[src/rtl/vip_stream_pkg.sv]
// Shared types and constants for the vip_stream_tx video transmitter:
// frame-phase state encoding, RGB888 pixel type, colour-bar table and
// counter-sizing helpers.
package vip_stream_pkg;

    typedef enum logic [2:0] {
        ST_IDLE,
        ST_VSYNC,
        ST_VBACK,
        ST_ACTIVE,
        ST_VFRONT
    } state_t;

    typedef struct packed {
        logic [7:0] r;
        logic [7:0] g;
        logic [7:0] b;
    } rgb888_t;

    // Colour bars left to right: white, yellow, cyan, green, magenta, red, blue, black
    localparam logic [23:0] BAR_COLORS [8] = '{
        24'hFFFFFF, 24'hFFFF00, 24'h00FFFF, 24'h00FF00,
        24'hFF00FF, 24'hFF0000, 24'h0000FF, 24'h000000
    };

    // Counter width able to hold 0..n-1, never narrower than one bit
    function automatic int cnt_width(input int n);
        return (n > 1) ? $clog2(n) : 1;
    endfunction

    function automatic int max4(input int a, input int b, input int c, input int d);
        int m;
        m = a;
        if (b > m) m = b;
        if (c > m) m = c;
        if (d > m) m = d;
        return m;
    endfunction

endpackage

[src/rtl/vip_stream_tx_if.sv]
// Upstream pixel source handshake (valid/ready) feeding vip_stream_tx.
// master: the pixel source; slave: the transmitter that consumes pixels.
interface vip_stream_tx_if;
    import vip_stream_pkg::*;

    logic    src_valid;
    rgb888_t src_data;
    logic    src_ready;

    modport master (output src_valid, output src_data, input src_ready);
    modport slave  (input src_valid, input src_data, output src_ready);

endinterface

[src/rtl/vip_color_bar.sv]
// Eight vertical colour bars, each H_ACTIVE/8 pixels wide with the last bar
// absorbing any remainder. Only compiled when VIP_STREAM_TX_PATTERN_EN is defined.
`ifdef VIP_STREAM_TX_PATTERN_EN
module vip_color_bar
    import vip_stream_pkg::*;
#(
    parameter int H_ACTIVE = 640,
    parameter int HW       = 10
) (
    input  logic [HW-1:0] h_cnt,
    input  logic          active,
    output rgb888_t       pixel
);

    localparam int BAR_W = (H_ACTIVE >= 8) ? H_ACTIVE / 8 : 1;

    int unsigned bar_q;
    logic [2:0]  bar_idx;

    // Map the pixel column to a bar, clamping the remainder into the last bar
    always_comb begin
        bar_q   = 32'(h_cnt) / 32'(BAR_W);
        bar_idx = (bar_q > 32'd7) ? 3'd7 : 3'(bar_q);
        pixel   = active ? rgb888_t'(BAR_COLORS[bar_idx]) : '0;
    end

endmodule
`endif

[src/rtl/vip_stream_tx.sv]
// Video stream transmitter: wraps pixels pulled from a valid/ready source in
// programmable vertical/horizontal blanking and emits a free-running
// vsync/href/clken/RGB888 stream with one-cycle registered latency.
// Optional colour-bar generator is built when VIP_STREAM_TX_PATTERN_EN is defined.
module vip_stream_tx
    import vip_stream_pkg::*;
#(
    parameter int H_ACTIVE = 640,
    parameter int H_BLANK  = 160,
    parameter int V_SYNC   = 2,
    parameter int V_BACK   = 33,
    parameter int V_ACTIVE = 480,
    parameter int V_FRONT  = 10
) (
    input  logic                  clk,
    input  logic                  rst_n,
    input  logic                  enable,
    input  logic                  pattern_en,
    vip_stream_tx_if.slave        src,
    output logic                  post_frame_vsync,
    output logic                  post_frame_href,
    output logic                  post_frame_clken,
    output rgb888_t               post_img,
    output logic                  frame_done,
    output logic                  underflow
);

    localparam int H_TOTAL = H_ACTIVE + H_BLANK;
    localparam int V_MAX   = max4(V_SYNC, V_BACK, V_ACTIVE, V_FRONT);
    localparam int HW      = cnt_width(H_TOTAL);
    localparam int VW      = cnt_width(V_MAX);

    localparam logic [HW-1:0] H_LAST = HW'(H_TOTAL - 1);
    localparam logic [HW-1:0] H_PIX  = HW'(H_ACTIVE);

    state_t        state, state_next;
    logic [HW-1:0] h_cnt, h_next;
    logic [VW-1:0] v_cnt, v_next, v_last;
    logic          h_wrap, line_last;
    logic          frame_end, frame_start;
    logic          pix_slot, pattern_mode, src_ready_int;
    rgb888_t       img_next;

    assign h_wrap    = (h_cnt == H_LAST);
    assign line_last = (v_cnt == v_last);
    assign pix_slot  = (state == ST_ACTIVE) && (h_cnt < H_PIX);

    assign src_ready_int = pix_slot & ~pattern_mode;
    assign src.src_ready = src_ready_int;

    // Last line index of the phase currently being played out
    always_comb begin
        v_last = '0;
        case (state)
            ST_VSYNC:  v_last = VW'(V_SYNC - 1);
            ST_VBACK:  v_last = VW'(V_BACK - 1);
            ST_ACTIVE: v_last = VW'(V_ACTIVE - 1);
            ST_VFRONT: v_last = VW'(V_FRONT - 1);
            default:   v_last = '0;
        endcase
    end

    // Phase sequencing and raster counters; enable is only looked at in IDLE
    // and on the wrap that closes a frame
    always_comb begin
        // NOTE: every output of this block gets a default first, so no path can infer a latch.
        state_next  = state;
        h_next      = h_cnt;
        v_next      = v_cnt;
        frame_end   = 1'b0;
        frame_start = 1'b0;
        if (state == ST_IDLE) begin
            if (enable) begin
                state_next  = ST_VSYNC;
                frame_start = 1'b1;
                h_next      = '0;
                v_next      = '0;
            end
        end else begin
            h_next = h_wrap ? '0 : h_cnt + 1'b1;
            if (h_wrap) begin
                if (line_last) begin
                    v_next = '0;
                    case (state)
                        ST_VSYNC:  state_next = (V_BACK > 0) ? ST_VBACK : ST_ACTIVE;
                        ST_VBACK:  state_next = ST_ACTIVE;
                        ST_ACTIVE: begin
                            if (V_FRONT > 0) state_next = ST_VFRONT;
                            else             frame_end  = 1'b1;
                        end
                        ST_VFRONT: frame_end  = 1'b1;
                        default:   state_next = ST_IDLE;
                    endcase
                    if (frame_end) begin
                        state_next  = enable ? ST_VSYNC : ST_IDLE;
                        frame_start = enable;
                    end
                end else begin
                    v_next = v_cnt + 1'b1;
                end
            end
        end
    end

    // Phase and counter registers
    always_ff @(posedge clk or negedge rst_n) begin
        // NOTE: sequential state uses non-blocking assignments so every register samples pre-edge values.
        if (!rst_n) begin
            state <= ST_IDLE;
            h_cnt <= '0;
            v_cnt <= '0;
        end else begin
            state <= state_next;
            h_cnt <= h_next;
            v_cnt <= v_next;
        end
    end

`ifdef VIP_STREAM_TX_PATTERN_EN
    logic    pattern_q;
    rgb888_t bar_pix;

    // Capture the pattern selection once per frame so a frame is never mixed
    always_ff @(posedge clk or negedge rst_n) begin
        if (!rst_n)           pattern_q <= 1'b0;
        else if (frame_start) pattern_q <= pattern_en;
    end

    assign pattern_mode = pattern_q;

    vip_color_bar #(
        .H_ACTIVE (H_ACTIVE),
        .HW       (HW)
    ) u_color_bar (
        .h_cnt  (h_cnt),
        .active (pix_slot),
        .pixel  (bar_pix)
    );
`else
    logic unused_pattern_en;
    logic unused_frame_start;

    assign unused_pattern_en  = pattern_en;
    assign unused_frame_start = frame_start;
    assign pattern_mode       = 1'b0;
`endif

    // Pixel for the next output cycle: source data, zero on underflow or blanking
    always_comb begin
        img_next = '0;
        if (src_ready_int && src.src_valid) img_next = src.src_data;
`ifdef VIP_STREAM_TX_PATTERN_EN
        if (pattern_mode) img_next = bar_pix;
`endif
    end

    // Registered stream outputs, one cycle behind the counter state
    always_ff @(posedge clk or negedge rst_n) begin
        if (!rst_n) begin
            post_frame_vsync <= 1'b0;
            post_frame_href  <= 1'b0;
            post_frame_clken <= 1'b0;
            post_img         <= '0;
            frame_done       <= 1'b0;
            underflow        <= 1'b0;
        end else begin
            post_frame_vsync <= (state == ST_VSYNC);
            post_frame_href  <= pix_slot;
            post_frame_clken <= pix_slot;
            post_img         <= img_next;
            frame_done       <= frame_end;
            underflow        <= src_ready_int & ~src.src_valid;
        end
    end

endmodule

[src/flat_wrapper.sv]
// flat-port wrapper written by rule: the top's interface ports become plain ports
module vip_stream_tx_flat import vip_stream_pkg::*;
#(
    parameter int H_ACTIVE = 640,
    parameter int H_BLANK  = 160,
    parameter int V_SYNC   = 2,
    parameter int V_BACK   = 33,
    parameter int V_ACTIVE = 480,
    parameter int V_FRONT  = 10
)
  (clk, rst_n, enable, pattern_en, post_frame_vsync, post_frame_href, post_frame_clken, post_img, frame_done, underflow, src_src_valid, src_src_data, src_src_ready);
  vip_stream_tx_if src_i ();
  input  logic clk;
  input  logic rst_n;
  input  logic enable;
  input  logic pattern_en;
  output logic post_frame_vsync;
  output logic post_frame_href;
  output logic post_frame_clken;
  output rgb888_t post_img;
  output logic frame_done;
  output logic underflow;
  input wire logic [$bits(src_i.src_valid)-1:0] src_src_valid;
  input wire logic [$bits(src_i.src_data)-1:0] src_src_data;
  output wire logic [$bits(src_i.src_ready)-1:0] src_src_ready;
  assign src_i.src_valid = src_src_valid;
  assign src_i.src_data = src_src_data;
  assign src_src_ready = src_i.src_ready;
  vip_stream_tx #(.H_ACTIVE(H_ACTIVE), .H_BLANK(H_BLANK), .V_SYNC(V_SYNC), .V_BACK(V_BACK), .V_ACTIVE(V_ACTIVE), .V_FRONT(V_FRONT)) u_core (.clk(clk), .rst_n(rst_n), .enable(enable), .pattern_en(pattern_en), .src(src_i), .post_frame_vsync(post_frame_vsync), .post_frame_href(post_frame_href), .post_frame_clken(post_frame_clken), .post_img(post_img), .frame_done(frame_done), .underflow(underflow));
endmodule
[config.mk]
export PLATFORM = sky130hd
export DESIGN_NAME = vip_stream_tx_flat
export DESIGN_NICKNAME = d
export VERILOG_FILES = /design/src/rtl/vip_stream_pkg.sv /design/src/rtl/vip_stream_tx_if.sv /design/src/rtl/vip_color_bar.sv /design/src/rtl/vip_stream_tx.sv /design/src/flat_wrapper.sv
export SDC_FILE = /design/constraint.sdc
export NUM_CORES = 1
export LEC_CHECK = 0
export ABC_AREA = 1
export CORE_MARGIN = 8
export CORE_UTILIZATION = 41
export DETAILED_ROUTE_END_ITERATION = 10
export GPL_TIMING_DRIVEN = 0
export PLACE_DENSITY = 0.71
export SLEW_MARGIN = 40
export SYNTH_ARGS = -nofsm -noshare
export SYNTH_HDL_FRONTEND = slang
export SYNTH_HIERARCHICAL = 1
export SYNTH_SLANG_ARGS = --single-unit
[constraint.sdc]
create_clock -name clk -period 1.35 [get_ports clk]
set_input_delay 0.135 -clock clk [delete_from_list [all_inputs] [get_ports clk]]
set_output_delay 0.135 -clock clk [all_outputs]
set_load 0.01 [all_outputs]
==> impl_metrics.env, run 1 <==
export IMPL_placementRows=27
export IMPL_tightest_slew_ps=320
export IMPL_place_congestion=0.850
export IMPL_drc=0
export IMPL_stdcell_count=435
export IMPL_syn_to_final_growth_pct=55.9
export IMPL_final_util=0.662
export IMPL_multiInputGateArea_mm2=0.00105
export IMPL_dp_cells=397
export IMPL_syn_nets=298
export IMPL_routed_wl_um=5910
export IMPL_maxSlewViolCount=0
export IMPL_clk_latency_ps=300
export IMPL_peakVddDrop_v=0.000838
export IMPL_start_util=0.425
export IMPL_synth_cells=267
export IMPL_start_kind="flip-flop"
export IMPL_leakage_nw=2.21
export IMPL_coreArea_mm2=0.00554
export IMPL_synth_top_area_frac=0.532
export IMPL_slew_headroom=0.787
export IMPL_crit_arrival_ps=1870
export IMPL_ios=59
export IMPL_port_buffers=57
export IMPL_grt_start_max_net_pins=28
export IMPL_root_buffer="clkbuf_8"
export IMPL_outcome="finished, violations left"
export IMPL_drv_cap=0
export IMPL_die_w_um=91.7
export IMPL_seqCellArea_mm2=0.00125
export IMPL_violations="negative setup slack"
export IMPL_cts_tree="yes"
export IMPL_cts_buffer_depth=2
export IMPL_grtUsageTotal=0.136
export IMPL_drtPass1Iterations=4
export IMPL_die_height_um=91.7
export IMPL_antenna_found_initial=0
export IMPL_grt_pass1_vias=2046
export IMPL_worstSetupPathType="flip-flop to flip-flop"
export IMPL_drive_above_1_share=0.264
export IMPL_ant_nets=0
export IMPL_vias_per_cell=4.75
export IMPL_wl_per_cell_um=13.6
export IMPL_period_needed_ps=1630
export IMPL_yosysTopAreaCell="dfrtp_1"
export IMPL_seq_area_frac_synth=0.532
export IMPL_vias=2068
export IMPL_synth_edf_count=0
export IMPL_path_clk_slew_ps=90
export IMPL_setup_ws_ps=-276
export IMPL_timing_hold_ws_ps=273
export IMPL_fin_nets=393
export IMPL_grt_first_pass_wirelength_um=9370
export IMPL_max_freq_mhz=615
export IMPL_die_area_mm2=0.00842
export IMPL_yosys_warnings=6
export IMPL_cts_buffers_inserted=5
export IMPL_yosysMostFrequentCell="nand2_1"
export IMPL_critPathMaxFanout=5
export IMPL_clock_skew_ps=7.69
export IMPL_hp_class="input port to async pin"
export IMPL_async_reset_ff_frac=1.00
export IMPL_tns_ps=-4790
export IMPL_worstPathRequired_ps=1590
export IMPL_p_total_mw=6.27
export IMPL_synth_top_flop_cell="dfrtp_1"
export IMPL_overflow=0
export IMPL_synth_cell_types=31
export IMPL_rsz0062_at_grt="true"
export IMPL_p_per_area_mw_per_mm2=1710
export IMPL_syn_avg_cell_area_um2=8.81
export IMPL_worst_setup_path_end_kind="flip-flop"
export IMPL_setup_viol=44
export IMPL_h_tree_depth=2
export IMPL_ys_top_cells_by_count="54 x nand2_1, 50 x dfrtp_1, 46 x inv_1"
export IMPL_min_period_over_period=1.20
export IMPL_synthesis_area_mm2=0.00235
export IMPL_hold_viol_final=0
export IMPL_synth_area_leaders="dfrtp_1 53%, nand2_1 8.6%, inv_1 7.3%, nor2_1 5.9%, nand3_1 3.4%"
export IMPL_insertedDiodeCount=0
export IMPL_clock_sinks=50
export IMPL_fillers=443
export IMPL_hpwl_um=3920
export IMPL_drt_iter0_drc=80
export IMPL_synth_seq_cells=50
cell type report:
type,count,share of cell area
flip-flops and latches,50,0.342
multi-input cells,163,0.287
repair buffers,88,0.250
inverters,49,0.0515
well taps,72,0.0246
clock buffers,5,0.0188
plain buffers,5,0.0143
clock inverters,3,0.0119
per-layer routing:
| layer | GRT usage | vias to the layer above | share of wire |
|---|---|---|---|
| met1 | 0.149 | 990 | 0.39 |
| li1 | - | 1007 | - |
| met2 | 0.231 | 61 | 0.52 |
| met3 | 0.0619 | 10 | 0.073 |
| met5 | 0 | - | 0 |
| met4 | 0.0416 | 0 | 0.019 |
timing repair:
item | in CTS | in global routing
endpoints found under the setup margin | 43 | 65
pin swaps | 7 | 21
hold buffers | 1 | 0
hold endpoints to repair | 23 | 0
resized for setup | 23 | 73
cloned | 1 | 0
setup buffers | 12 | 17
logic make-up after synthesis:
| logic type | synth area share |
|---|---|
| AOI/OAI and AO/OA | 0.0543 |
| xor gates and xnor gates | 0.0335 |
| adders and majority gates | 0.0106 |
| buffers and inverters | 0.0952 |
| DFF | 0.532 |
| and+or+nand+nor | 0.274 |
stage by stage:
step	worst slack [ps]	instance area (µm²)
2_1_floorplan	-79.2	2360
3_3_place_gp	-1330	3020
3_5_place_dp	-287	3040
4_1_cts	-176	3310
5_1_grt	-359	3670
6_report	-276	3670
critical path, stage by stage (launching register included):
cell and delay [ps]:
dfrtp_1 450, ha_4 180, nand3_4 90, nor2_4 130, nand4_4 120, nand2_4 140, nand2_4 80, inv_4 80
buf_6 110, nand3_1 100, nand2_2 80
report_power, final:
part / leakage, nW / total, mW / switching [mW] / internal, mW
clock network: 0.0585 / 1.06 / 0.503 / 0.556
registers: 0.681 / 1.95 / 0.239 / 1.71
logic: 1.47 / 3.26 / 1.72 / 1.55
cells in the final DEF (no fill, tap or decap), types with 2 or more instances in the layout:
cell	count
buf_12	2
buf_4	21
buf_6	14
clkbuf_8	5
clkdlybuf4s50_1	29
dfrtp_1	47
dfrtp_2	3
dlygate4sd2_1	3
dlymetal6s2s_1	23
inv_1	44
inv_2	3
inv_4	2
nand2_1	42
nand2_2	12
nand2_4	7
nand3_1	15
nand3_4	4
nand4_1	3
nor2_1	31
nor2_2	3
nor2_4	7
nor2_8	2
o21ai_0	2
o21ai_1	13
o22ai_1	2
xor2_1	8
state kept, by name (all words and copies together), names as in the netlist:
name / count
u_core/v_cnt: 9
u_core/post_frame_vsync: 1
u_core/h_cnt: 10
u_core/underflow: 1
u_core/frame_done: 1
u_core/post_frame_clken: 1
u_core/post_img: 24
u_core/state: 3
final timing paths:
kind	end	cells past startpoint	start	slack, ps
hold reg to reg	u_core/h_cnt[9]	2	u_core/h_cnt[9]	520
hold / removal	u_core/state[1]	2	rst_n	270
setup / recovery	u_core/state[2]	10	u_core/h_cnt[0]	-280
max in group asynchronous	u_core/h_cnt[2]	3	rst_n	620
min in group clk	u_core/post_img[22]	3	src_src_data[22]	330
setup reg to reg	u_core/state[2]	10	u_core/h_cnt[0]	-280
Power figures use the tool's default switching activity.
==> run 2, diff against run 1 <==
- RECOVER_POWER: default -> 25
==> run 2 against run 1 <==
  * The flow still finishes with violations (negative setup slack)
  * Fmax barely moved
  * Clock power barely moved
  * Critical path depth did not move
  * Global-route usage did not move
  * Sequential power barely moved
  * Via count rose by 0.15%
  * Core utilization barely moved
  * Clock skew did not move
  * Cell area barely moved
  * Final cell count did not move
  * Largest cell class unchanged
==> impl_metrics.env, run 2 (same netlist as run 1, synthesis figures left out) <==
export IMPL_path_clk_slew_ps=100
export IMPL_stdcell_count=435
export IMPL_hold_viol_final=0
export IMPL_top_regs="u_core/post_img x24, u_core/h_cnt x10, u_core/v_cnt x9"
export IMPL_port_buffers=57
export IMPL_max_freq_mhz=615
export IMPL_crit_chain="ha_4 > nand3_4 > nor2_4 > nand4_4 > nand2_4 > nand2_4 > inv_4 > buf_6 > nand3_1 > nand2_2"
export IMPL_largest_register="u_core/post_img"
export IMPL_clock_sinks=50
export IMPL_placementRows=27
export IMPL_dp_worst_setup_slack_ps=-287
export IMPL_clock_skew_ps=7.69
export IMPL_postLayoutCellArea_mm2=0.00366
export IMPL_holdPathStages=3
export IMPL_place_area_mm2=0.00304
export IMPL_setup_ws_ps=-276
export IMPL_worst_setup_path_end_kind="flip-flop"
export IMPL_root_buffer="clkbuf_8"
export IMPL_wl_per_cell_um=13.6
export IMPL_ant_nets=0
export IMPL_syn_to_final_growth_pct=55.8
export IMPL_final_util=0.661
export IMPL_die_w_um=91.7
export IMPL_drc=0
export IMPL_drtPass1Iterations=4
export IMPL_cts_buffers_inserted=5
export IMPL_p_per_area_mw_per_mm2=1710
export IMPL_r2r_cells=10
export IMPL_leakage_nw=2.21
export IMPL_cts_tree="yes"
export IMPL_fin_nets=393
export IMPL_peakVddDrop_v=0.000838
export IMPL_vias=2071
export IMPL_vias_per_cell=4.76
export IMPL_die_height_um=91.7
export IMPL_start_util=0.425
export IMPL_slew_headroom=0.588
export IMPL_timing_hold_ws_ps=333
export IMPL_antenna_found_initial=0
export IMPL_grt_pass1_vias=2046
export IMPL_die_area_mm2=0.00842
export IMPL_critPathLaunch="u_core/h_cnt[0]"
export IMPL_outcome="finished, violations left"
export IMPL_cts_buffer_depth=2
export IMPL_grtUsageTotal=0.136
export IMPL_routed_wl_um=5910
export IMPL_drive_above_1_share=0.264
export IMPL_cpLargestDelayFamily="simple AND/OR/NAND/NOR gates"
export IMPL_rsz0062_at_grt="true"
export IMPL_ios=59
export IMPL_reg2reg_from="u_core/h_cnt[0]"
export IMPL_violations="negative setup slack"
export IMPL_hp_class="input port to flip-flop"
export IMPL_start_kind="flip-flop"
export IMPL_place_congestion=0.850
export IMPL_drt_iter0_drc=81
export IMPL_drv_cap=0
export IMPL_critPathMostFrequentCell="nand2_4"
export IMPL_setup_viol=44
export IMPL_dp_cells=397
export IMPL_final_cell_mix="47 x dfrtp_1, 44 x inv_1, 42 x nand2_1, 31 x nor2_1, 29 x clkdlybuf4s50_1"
export IMPL_tightest_slew_ps=618
export IMPL_rr_endpoint="u_core/state[2]"
export IMPL_fillers=443
export IMPL_hpwl_um=3920
export IMPL_final_common_cell="dfrtp_1"
export IMPL_crit_path_top_delay_cell="dfrtp_1"
export IMPL_cp_slowest_stage_delay_ps=450
export IMPL_period_needed_ps=1630
export IMPL_clk_latency_ps=300
export IMPL_min_period_over_period=1.20
export IMPL_h_tree_depth=2
export IMPL_path_buf_inv=2
export IMPL_crit_arrival_ps=1870
export IMPL_insertedDiodeCount=0
export IMPL_largest_register_ffs=24
export IMPL_coreArea_mm2=0.00554
export IMPL_cp_num_cells=10
export IMPL_maxSlewViolCount=0
export IMPL_worstSetupPathType="flip-flop to flip-flop"
export IMPL_grt_first_pass_wirelength_um=9370
export IMPL_critPathMaxFanout=5
export IMPL_worstPathRequired_ps=1590
export IMPL_overflow=0
export IMPL_reg2reg_slack_ps=-280
export IMPL_grt_start_max_net_pins=28
export IMPL_crit_end="u_core/state[2]"
==> run 2: stage by stage <==
step                TNS (ps)  power [mW]
floorplan               -784        3.42
global placement      -71430        4.02
detailed placement     -6740        4.06
CTS                    -2500        5.51
global route           -8120        6.68
finish                 -4800        6.27
==> run 2: layout make-up <==
cell class	instances	area [µm²]	share of cell area
timing repair buffer	88	915	0.250
multi-input combinational	163	1050	0.287
sequential	50	1250	0.342
tap	72	90.1	0.0246
buffer	5	52.6	0.0143
clock buffer	5	68.8	0.0188
clock inverter	3	43.8	0.0119
inverter	49	189	0.0516
==> run 2: worst register-to-register path, cell delays in order, from the launching register on <==
cell	delay [ps]
dfrtp_1	450
ha_4	180
nand3_4	90
nor2_4	130
nand4_4	120
nand2_4	140
nand2_4	80
inv_4	80
buf_6	110
nand3_1	100
nand2_2	80
==> run 2: per-layer routing <==
metal	vias up	wire length (µm)	track usage
met4	0	114	0.0416
met3	10	429	0.0619
met2	61	3080	0.231
met5	-	0	0
li1	1008	-	-
met1	992	2290	0.149
==> run 2: repair_timing <==
item,CTS,global route
hold endpoints to repair,23,0
hold buffers,1,0
buffers inserted,12,17
gates cloned,1,0
setup endpoints to repair,43,65
pin swaps,7,21
gates resized for setup,23,73
==> run 2: how the worst min path moves through the flow <==
stage / start / end / slack, ps
2_1_floorplan: rst_n / u_core/frame_done / -160
3_3_place_gp: u_core/h_cnt[9] / u_core/h_cnt[9] / 500
3_5_place_dp: rst_n / u_core/state[1] / 60
4_1_cts: rst_n / u_core/v_cnt[1] / 270
5_1_grt: src_src_data[20] / u_core/post_img[20] / 330
6_report: src_src_data[22] / u_core/post_img[22] / 330
==> run 2: power by group <==
group	leakage [nW]	switching [mW]	internal [mW]
clock network	0.0585	0.503	0.556
registers	0.681	0.240	1.71
logic	1.47	1.72	1.55
